[src/rtl/fft_pkg.sv]
// fft_pkg: shared types and index helpers for the radix-2 DIT FFT sequencer.
// Helpers work on a fixed 16-bit container; callers size-cast to their own width.
package fft_pkg;

  localparam int FFT_MAX_W = 16;

  typedef enum logic [1:0] {
    ST_IDLE    = 2'd0,
    ST_LOAD    = 2'd1,
    ST_COMPUTE = 2'd2,
    ST_DONE    = 2'd3
  } fft_state_e;

  // Reverse the low 'width' bits of idx; bits at and above 'width' come back as zero.
  function automatic logic [FFT_MAX_W-1:0] bitrev(input logic [FFT_MAX_W-1:0] idx,
                                                   input int                   width);
    logic [FFT_MAX_W-1:0] r;
    r = '0;
    for (int b = 0; b < FFT_MAX_W; b++) begin
      if (b < width) begin
        r = r | (((idx >> (width - 1 - b)) & 16'd1) << b);
      end else begin
        r = r;
      end
    end
    return r;
  endfunction

  // Open a zero bit at position pos: bits below pos stay put, bits at/above pos move up by one.
  function automatic logic [FFT_MAX_W-1:0] insert_zero(input logic [FFT_MAX_W-1:0] i,
                                                        input int                   pos);
    logic [FFT_MAX_W-1:0] low_mask;
    low_mask = (16'd1 << pos) - 16'd1;
    return ((i & ~low_mask) << 1) | (i & low_mask);
  endfunction

endpackage

[src/rtl/fft_wb_delay.sv]
// fft_wb_delay: LAT-deep shift register that replays the read-address pair as the
// write-back pair once the butterfly pipeline has produced its results.
module fft_wb_delay
#(
  parameter int LAT = 2,
  parameter int AW  = 5
) (
  input  logic          i_clk,
  input  logic          i_reset,
  input  logic          i_en,
  input  logic [AW-1:0] i_adr_a,
  input  logic [AW-1:0] i_adr_b,
  output logic          o_en,
  output logic [AW-1:0] o_adr_a,
  output logic [AW-1:0] o_adr_b
);
  import fft_pkg::*;

  logic [LAT-1:0] r_en;
  logic [AW-1:0]  r_adr_a [LAT];
  logic [AW-1:0]  r_adr_b [LAT];

  // Shift the {en, a, b} triple one stage per clock; reset empties every stage.
  always_ff @(posedge i_clk) begin
    if (i_reset) begin
      r_en <= '0;
      for (int k = 0; k < LAT; k++) begin
        r_adr_a[k] <= '0;
        r_adr_b[k] <= '0;
      end
    end else begin
      r_en[0]    <= i_en;
      r_adr_a[0] <= i_adr_a;
      r_adr_b[0] <= i_adr_b;
      for (int k = 1; k < LAT; k++) begin
        r_en[k]    <= r_en[k-1];
        r_adr_a[k] <= r_adr_a[k-1];
        r_adr_b[k] <= r_adr_b[k-1];
      end
    end
  end

  assign o_en    = r_en[LAT-1];
  assign o_adr_a = r_adr_a[LAT-1];
  assign o_adr_b = r_adr_b[LAT-1];

endmodule

[src/rtl/fft_ctrl.sv]
// fft_ctrl: sequencer for an in-place radix-2 DIT FFT over N = 2**N_LOG2 points.
// Walks one butterfly per cycle through every stage, issuing read pairs and twiddle
// indices, and replays each pair as a write-back pair BFLY_LAT cycles later.
// Each stage ends with a BFLY_LAT-cycle drain so a stage never reads a location
// whose previous-stage result is still in flight.
// Optional feature macro: FFT_BITREV_LOAD_EN adds a LOAD state that streams N input
// samples into the RAM at bit-reversed addresses before computing.
module fft_ctrl
#(
  parameter int N_LOG2   = 5,
  parameter int BFLY_LAT = 2
) (
  input  logic                        clk,
  input  logic                        reset,
  input  logic                        start,
`ifdef FFT_BITREV_LOAD_EN
  input  logic                        in_valid,
  output logic                        in_ready,
  output logic                        load_sel,
`endif
  output logic                        busy,
  output logic                        done,
  output logic [$clog2(N_LOG2)-1:0]   stage,
  output logic                        rd_en,
  output logic [N_LOG2-1:0]           rd_adr_a,
  output logic [N_LOG2-1:0]           rd_adr_b,
  output logic [N_LOG2-2:0]           tw_adr,
  output logic                        wr_en,
  output logic [N_LOG2-1:0]           wr_adr_a,
  output logic [N_LOG2-1:0]           wr_adr_b
);
  import fft_pkg::*;

  localparam int N      = 2 ** N_LOG2;
  localparam int HALF   = N / 2;
  localparam int PERIOD = HALF + BFLY_LAT;
  localparam int CNT_W  = $clog2(PERIOD);
  localparam int SW     = $clog2(N_LOG2);
  localparam int TW_W   = N_LOG2 - 1;

  fft_state_e        r_state;
  fft_state_e        w_state_nx;
  logic [CNT_W-1:0]  r_cnt;
  logic [CNT_W-1:0]  w_cnt_nx;
  logic [SW-1:0]     r_stage;
  logic [SW-1:0]     w_stage_nx;
  logic              w_rd_en;
  logic              w_done;
  logic [N_LOG2-2:0] w_bfly;
  logic [N_LOG2-1:0] w_rd_a;
  logic [N_LOG2-1:0] w_rd_b;
  logic [TW_W-1:0]   w_tw;
  logic              w_dly_en;
  logic [N_LOG2-1:0] w_dly_a;
  logic [N_LOG2-1:0] w_dly_b;
`ifdef FFT_BITREV_LOAD_EN
  logic [N_LOG2-1:0] r_ld_cnt;
  logic [N_LOG2-1:0] w_ld_cnt_nx;
  logic              w_load_wr;
  logic              w_in_ready;
  logic              w_load_sel;
`endif

  // State, butterfly/drain counter, stage index and load counter registers.
  always_ff @(posedge clk) begin
    if (reset) begin
      r_state  <= ST_IDLE;
      r_cnt    <= '0;
      r_stage  <= '0;
`ifdef FFT_BITREV_LOAD_EN
      r_ld_cnt <= '0;
`endif
    end else begin
      r_state  <= w_state_nx;
      r_cnt    <= w_cnt_nx;
      r_stage  <= w_stage_nx;
`ifdef FFT_BITREV_LOAD_EN
      r_ld_cnt <= w_ld_cnt_nx;
`endif
    end
  end

  // Next-state and control decode: r_cnt runs 0..PERIOD-1 per stage, reading while below HALF.
  always_comb begin
    w_state_nx  = r_state;
    w_cnt_nx    = r_cnt;
    w_stage_nx  = r_stage;
    w_rd_en     = 1'b0;
    w_done      = 1'b0;
`ifdef FFT_BITREV_LOAD_EN
    w_ld_cnt_nx = r_ld_cnt;
    w_load_wr   = 1'b0;
    w_in_ready  = 1'b0;
    w_load_sel  = 1'b0;
`endif
    case (r_state)
      ST_IDLE: begin
        if (start) begin
`ifdef FFT_BITREV_LOAD_EN
          w_state_nx  = ST_LOAD;
          w_ld_cnt_nx = '0;
`else
          w_state_nx  = ST_COMPUTE;
`endif
          w_cnt_nx    = '0;
          w_stage_nx  = '0;
        end else begin
          w_state_nx  = ST_IDLE;
        end
      end
`ifdef FFT_BITREV_LOAD_EN
      ST_LOAD: begin
        w_in_ready = 1'b1;
        w_load_sel = 1'b1;
        if (in_valid) begin
          w_load_wr = 1'b1;
          if (r_ld_cnt == N_LOG2'(N - 1)) begin
            w_ld_cnt_nx = '0;
            w_state_nx  = ST_COMPUTE;
          end else begin
            w_ld_cnt_nx = r_ld_cnt + N_LOG2'(1);
          end
        end else begin
          w_ld_cnt_nx = r_ld_cnt;
        end
      end
`endif
      ST_COMPUTE: begin
        w_rd_en = (r_cnt < CNT_W'(HALF));
        if (r_cnt == CNT_W'(PERIOD - 1)) begin
          w_cnt_nx = '0;
          if (r_stage == SW'(N_LOG2 - 1)) begin
            w_state_nx = ST_DONE;
          end else begin
            w_stage_nx = r_stage + SW'(1);
          end
        end else begin
          w_cnt_nx = r_cnt + CNT_W'(1);
        end
      end
      ST_DONE: begin
        w_done     = 1'b1;
        w_stage_nx = '0;
        w_state_nx = ST_IDLE;
      end
      default: begin
        w_state_nx = ST_IDLE;
        w_cnt_nx   = '0;
        w_stage_nx = '0;
      end
    endcase
  end

  // Butterfly address generation; all address outputs stay at zero while no read is issued.
  always_comb begin
    w_bfly = r_cnt[N_LOG2-2:0];
    w_rd_a = '0;
    w_rd_b = '0;
    w_tw   = '0;
    if (w_rd_en) begin
      w_rd_a = N_LOG2'(insert_zero(FFT_MAX_W'(w_bfly), int'(r_stage)));
      w_rd_b = w_rd_a | N_LOG2'(16'd1 << r_stage);
      w_tw   = TW_W'((FFT_MAX_W'(w_bfly) & ((16'd1 << r_stage) - 16'd1))
                     << (TW_W - int'(r_stage)));
    end else begin
      w_rd_a = '0;
      w_rd_b = '0;
      w_tw   = '0;
    end
  end

  fft_wb_delay #(
    .LAT (BFLY_LAT),
    .AW  (N_LOG2)
  ) u_wb_delay (
    .i_clk   (clk),
    .i_reset (reset),
    .i_en    (w_rd_en),
    .i_adr_a (w_rd_a),
    .i_adr_b (w_rd_b),
    .o_en    (w_dly_en),
    .o_adr_a (w_dly_a),
    .o_adr_b (w_dly_b)
  );

  assign busy     = (r_state != ST_IDLE);
  assign done     = w_done;
  assign stage    = r_stage;
  assign rd_en    = w_rd_en;
  assign rd_adr_a = w_rd_a;
  assign rd_adr_b = w_rd_b;
  assign tw_adr   = w_tw;

`ifdef FFT_BITREV_LOAD_EN
  // The delay line is empty during LOAD, so load writes and write-backs never collide.
  assign in_ready = w_in_ready;
  assign load_sel = w_load_sel;
  assign wr_en    = w_dly_en | w_load_wr;
  assign wr_adr_a = w_load_wr ? N_LOG2'(bitrev(FFT_MAX_W'(r_ld_cnt), N_LOG2)) : w_dly_a;
  assign wr_adr_b = w_dly_b;
`else
  assign wr_en    = w_dly_en;
  assign wr_adr_a = w_dly_a;
  assign wr_adr_b = w_dly_b;
`endif

endmodule
[config.mk]
export PLATFORM = sky130hd
export DESIGN_NAME = fft_ctrl
export DESIGN_NICKNAME = d
export VERILOG_FILES = /design/src/rtl/fft_pkg.sv /design/src/rtl/fft_wb_delay.sv /design/src/rtl/fft_ctrl.sv
export SDC_FILE = /design/constraint.sdc
export NUM_CORES = 1
export LEC_CHECK = 0
export CORE_UTILIZATION = 50
export CTS_CLUSTER_SIZE = 10
export DETAILED_ROUTE_END_ITERATION = 8
export PLACE_DENSITY = 0.86
export SETUP_SLACK_MARGIN = 0.2
export SLEW_MARGIN = 20
export SYNTH_ARGS = -nofsm -noshare
export SYNTH_HDL_FRONTEND = slang
export SYNTH_SLANG_ARGS = --single-unit
export TNS_END_PERCENT = 10
[constraint.sdc]
create_clock -name clk -period 2.9 [get_ports clk]
set_input_delay 0.29 -clock clk [delete_from_list [all_inputs] [get_ports clk]]
set_output_delay 0.29 -clock clk [all_outputs]
set_load 0.05 [all_outputs]
Yosys cells after proc, flatten, opt, wreduce, memory -nomap -nowiden --
Memory sizes are Yosys's and may differ from the RTL's. Index checks and enable logic that the tools add are counted.
Word-level totals: flip-flop bits (word level) 12, RAM bits 20, input bits 3, output and inout port bits 31, logic and storage cells 62, memories kept 2
Operators by class: add/sub/neg operators 5, magnitude comparators 1, equal/unequal tests 8, shift operators 3, muxes and demuxes 23, bitwise logic cells 11, reduce and logical (&&, ||, !) cells 5
Memory list:
- u_wb_delay.r_adr_a | depth 2, bits a word 5, read ports 2, clocked after memory_dff 0, wr ports 2, line fft_wb_delay.sv:20 | logic [AW-1:0] r_adr_a [LAT];
- u_wb_delay.r_adr_b | depth 2, bits a word 5, read ports 2, clocked after memory_dff 0, wr ports 2, line fft_wb_delay.sv:21 | logic [AW-1:0] r_adr_b [LAT];
Operators by type and width (number):
- 5-bit 2-to-1 mux | 8
- 16-bit by 32-bit left shift with 4-bit output | 1
- 4-bit by 16-bit AND with 16-bit output | 1
- 1-bit by 3-bit left shift with 16-bit output, first input constant | 1
- 16-bit by 1-bit subtractor with 16-bit output, second input constant | 1
- 5-bit one-hot mux with 3 select lines | 1
- 5-bit OR | 2
- 3-bit 2-to-1 mux | 3
- 2-bit != test, second input constant | 4
- 2-bit 2-to-1 mux | 3
- 3-bit one-hot mux with 2 select lines | 1
- 5-bit by 1-bit adder with 5-bit output, second input constant | 1
- 4-bit by 5-bit AND with 5-bit output | 1
- 5-bit equality test, second input constant | 1
- 5-bit less-than comparator, second input constant | 1
- 1-bit 2-to-1 mux | 5
- 1-bit by 3-bit left shift with 5-bit output, first input constant | 1
- 5-bit by 1-bit subtractor with 5-bit output, second input constant | 1
- 4-bit AND | 1
- 2-bit equality test, second input constant | 2
- 4-bit 2-to-1 mux | 1
- 4-bit NOT | 1
- 1-bit OR | 4
- 2-bit one-hot mux with 2 select lines | 1
- other kinds (8) | 9

Longest topological paths before layout --
depth in word-level cells 8, gate-level depth with buffers 9, gate-level depth less buffers 8

Cells and area by module --
From an unflattened synthesis, not the netlist that was laid out.
Unflattened totals: cell total of the unflattened synthesis 182, area total of the unflattened synthesis 1660.3 um2
By module, submodules not included:
- fft_ctrl | times used 1, cells an instance 126, area each 944.7 um2, sequential area each 200.2 um2
- fft_wb_delay | times used 1, cells an instance 56, area each 715.7 um2, sequential area each 440.4 um2

Worst setup path after synthesis --
No wires, ideal clock.
path kind reg-to-output, start point register r_stage[0] (netlist: stage[0]), end point output tw_adr[1], data arrival time 3.140 ns, required time 2.610 ns, slack -0.530 ns, cell stages (with the launch flop) 9, path buffers 0, cells stage by stage dfxtp_1 > inv_1 > ha_1 > ha_1 > nand2b_1 > mux2_2 > mux2i_1 > a21oi_1 > nor3_1
On the way: longest elaborated chain between the ends 5, elaborated cells between the ends (all ways) 6, those cells by class add/sub: 2; shift: 2; mux: 1; bitwise: 1
Ends and longest elaborated chain:
- from (decl) | line fft_ctrl.sv:45 | logic [SW-1:0] r_stage;
- from (signal assigned) | line fft_ctrl.sv:76 | r_stage <= w_stage_nx;
- 1-bit by 3-bit left shift with 16-bit output | line fft_ctrl.sv:163 | w_tw = TW_W'((FFT_MAX_W'(w_bfly) & ((16'd1 << r_stage) - 16'd1))
- 16-bit by 1-bit subtractor with 16-bit output | line fft_ctrl.sv:163
- 4-bit by 16-bit AND with 16-bit output | line fft_ctrl.sv:163
- 16-bit by 32-bit left shift with 4-bit output * | line fft_ctrl.sv:163
- 4-bit 2-to-1 mux * | line fft_ctrl.sv:160 | if (w_rd_en) begin
- to (decl) | line fft_ctrl.sv:27 | output logic [N_LOG2-2:0] tw_adr,
Mark *: on every way between the ends. The rest lies on a longest branch, timed or not.

Worst setup path after layout --
start point register r_stage[0] (netlist: stage[0]), end point output tw_adr[3]
The elaborated chain is that of the path after synthesis.

==> summary by stage <==
Critical path
The worst setup path is captured at a primary output. Together, buffers and inverters on the worst path number 3. The critical-path cell with the highest stage delay is o32a_1.

The critical path startpoint category is a register. Of all nets on the critical path, the largest fanout is 3. Broken down by cell family, the worst path's largest delay share belongs to compound AO/OA/AOI/OAI gates. Data arrives at the worst endpoint at approximately 2.5 ns.

In this run the worst setup path begins at stage[0]$_SDFFE_PP0P_. At the worst endpoint, the required time is 2.61 ns. The startpoint identified for the worst register-to-register timing path is stage[0]$_SDFFE_PP0P_.

Walking the worst path, the cells encountered are clkinvlp_4 -> buf_6 -> ha_4 -> o21bai_2 -> and2b_1 -> o21ai_2 -> o32a_1 -> a221oi_4 -> buf_12. The worst setup path is of the register to primary output kind. The maximum cell stage delay along the critical path is ~0.40 ns.

STA
Setup repair after global routing could not meet its margin everywhere. The minimum clock period is roughly 2.8 ns. The smallest hold slack is between 0.4 and 0.5 ns. The achievable frequency is around 360 MHz. In the post-route analysis, the smallest setup slack over all paths is ~0.12 ns. Summed over all failing endpoints, the final setup total negative slack is 0 ns. Measured against its own limit, the worst slew margin works out to 0.662. Setup violations remaining at the end of the flow were counted as 0. The number of max-slew violations in the final report is 0. At the pin with the least slew margin, the transition time is roughly 0.51 ns. The share of the clock period used by the worst path is 0.957.

The hold violation count in the final report is 0. The post-route clock skew is roughly 0.012 ns.

Final layout
In the final layout, the share of cells above drive strength 1 is 0.321. Counting the fill cells in the layout gives ~190. After the last flow step, the layout net total stands at 229. The number of inserted diodes is 0.

The finished cells cover approximately 0.0023 mm². The signed area change from the synthesized netlist to the final layout is 44.5%.

Drt
The via count of the routed design is 1,426. After detailed routing, the number of remaining DRC violations is 0. After detailed routing, the number of vias per cell comes to around 5.4.

The detailed router's first-iteration violation count is 34. The number of optimization iterations in the first detailed-route pass is 4. The wire length after detailed routing is 4080 µm. In the final routed layout, each cell accounts on average for roughly 16 µm.

The remaining antenna violation count is 0.

Yosys
The synthesized design contains 0 enable-type register cells. Counting every net in the synthesized netlist gives 191. The total of flip-flops plus latches after synthesis is 32. The number of instances in the synthesized netlist is 179. The number of unique standard cell types used by synthesis is 39. Sorting the synthesized cells by how often they occur yields 32 x dfxtp_1, 24 x nor2_1, 14 x a21oi_1. After synthesis, the cell types taking the most area are dfxtp_1 40%, ha_1 7.1%, buf_4 6.1%. The post-synthesis sequential area ratio is 0.403. The count of yosys warnings during synthesis is 0. The share of the synthesized area in the top cell type is 0.403. After synthesis, the share of flip-flops with an asynchronous set or reset is 0.

The post-synthesis average cell area is just under 9 µm². The synthesized design spends more area on one cell type than any other, namely dfxtp_1. Among all cell types in the netlist, the one instantiated most often is dfxtp_1. The post-synthesis instance area is roughly 0.0016 mm². The most frequently used flop master after synthesis is dfxtp_1.

Global route
The met2 global-route usage is 0.411. The number of global-route vias before repair is roughly 1,300. The global routing usage summed across all routing layers is 0.266. For this run, global-route usage on met3 was measured as 0.0901.

The number of antenna violations at the first check in global routing is 0. In the global route stage, met1 resource usage came out at 0.305. The aggregate global routing overflow is 0.

The first-pass GRT wire length is around 6400 µm. Entering global routing, the biggest net connects 26 pins. The global routing stage identified its most utilized layer as met2.

Power
The power density normalized to cell area is about 380 mW/mm². The design draws 0.873 mW. The standby leakage power is between 0.9 and 1 nW. The peak ir drop on the vdd network is about 270 µV.

Clock network
The longest clock path from root to sink contains 2 buffers. In this run the clock root is driven by a clkbuf_4. The later-pin clock latency in the skew report is roughly 0.34 ns. TritonCTS built the clock tree. The H-tree generated during clock tree synthesis spans 2 levels.

The number of hold buffers added after CTS was 0. The number of clock buffers inserted by TritonCTS is 5. Clock-pin slew was measured on the worst setup and hold paths at about 0.1 ns. The number of clock sinks is 32.

Floorplanning
The number of top-level pins is 34. The area of the core is about 0.0030 mm². The die is between 50 and 60 µm wide. The initial standard-cell utilization of the core is 0.524. The die area is around 0.0034 mm². The floorplan row count is 20. The die is 58.4 µm tall.

Place
The congestion estimate from routability-driven global placement came to between 0.8 and 0.9. The wire-length estimate of the detail-placed layout is around 2400 µm. The placed instances occupy a cell area of a little under 0.002 mm². The count of buffers inserted at the top-level ports is 33. The worst slack at placement is 0.167 ns.

Worst hold path
The type of the most critical hold path is register to register. The worst hold path begins at u_wb_delay.r_adr_a[0][0]$_SDFF_PP0_.

Status
The run finished with clean final reports.

Job
Max-cap violations in this run came to 0.
[metrics by stage]
stage / util / instances
after floorplan: - / 179
after global placement: 0.657 / 240
after detailed placement: 0.657 / 240
after CTS: 0.752 / 261
after global routing: 0.758 / 262
final: 0.758 / 262
[registers in the layout, indices dropped and copies added (netlist names)]
signal / count
u_wb_delay.r_adr_b: 10
r_state: 2
r_cnt: 5
stage: 3
u_wb_delay.r_en: 2
u_wb_delay.r_adr_a: 10
[power breakdown]
part / internal (mW) / switching [mW] / total (mW)
clock network: 0.194 / 0.154 / 0.348
registers: 0.442 / 0.00527 / 0.448
logic: 0.0275 / 0.0501 / 0.0776
total: 0.664 / 0.209 / 0.873
[kinds of logic (layout without fill, tap and decap cells)]
group / after synthesis / after routing / share of synthesized area
fa+ha+maj: 9 / 9 / 0.0709
buf+inv: 26 / 65 / 0.0922
compound gates: 39 / 39 / 0.177
mux: 3 / 3 / 0.0197
simple gates: 70 / 70 / 0.237
flops: 32 / 32 / 0.403
[cell usage in the layout (no fill, tap or decap), types with 2 or more instances in the layout]
cell type and n:
a311oi_1 2, nor3b_1 3, ha_4 3, nand2b_1 7, o21ai_0 5, nor2b_2 2
ha_1 5, dfxtp_1 29, dfxtp_4 3, nand2_1 5, nor3_1 3, clkbuf_4 5
clkdlybuf4s50_1 18, a31o_2 2, nor3_2 3, clkinvlp_4 2, inv_1 6, a21oi_2 5
a21oi_1 10, and2b_1 3, clkbuf_8 2, buf_12 9, or2_2 3, dlymetal6s2s_1 3
nor2_1 24, buf_4 16, a41oi_1 2, nor2b_1 12
[final timing paths]
path                            cells past startpoint  slack, ns                                   to
worst min-delay path                                1       0.44  u_wb_delay.r_adr_a[0][5]$_SDFF_PP0_
worst max register to register                     10       0.84  u_wb_delay.r_adr_b[0][1]$_SDFF_PP0_
worst max-delay path                                9       0.12                            tw_adr[3]
worst min register to register                      1       0.44  u_wb_delay.r_adr_a[0][5]$_SDFF_PP0_
[what timing repair did]
| action | CTS | global route |
|---|---|---|
| hold endpoints to repair | 0 | 0 |
| endpoints found under the setup margin | 13 | 10 |
| gates resized for setup | 24 | 4 |
| buffers inserted | 13 | 1 |
| pin swaps | 8 | 2 |
[final cells by class]
cell class,instances,area (µm²),area share
Multi-Input combinational cell,121,920,0.401
Inverter,9,43.8,0.0191
Sequential cell,32,652,0.284
Clock buffer,8,90.1,0.0393
Timing Repair Buffer,48,534,0.233
Tap cell,44,55.1,0.0240
[per-layer routing]
metal / share of wire / vias up
met5: 0 / -
met1: 0.39 / 657
li1: - / 680
met3: 0.069 / 14
met4: 0.042 / 0
met2: 0.50 / 75
Power figures use the tool's default switching activity.
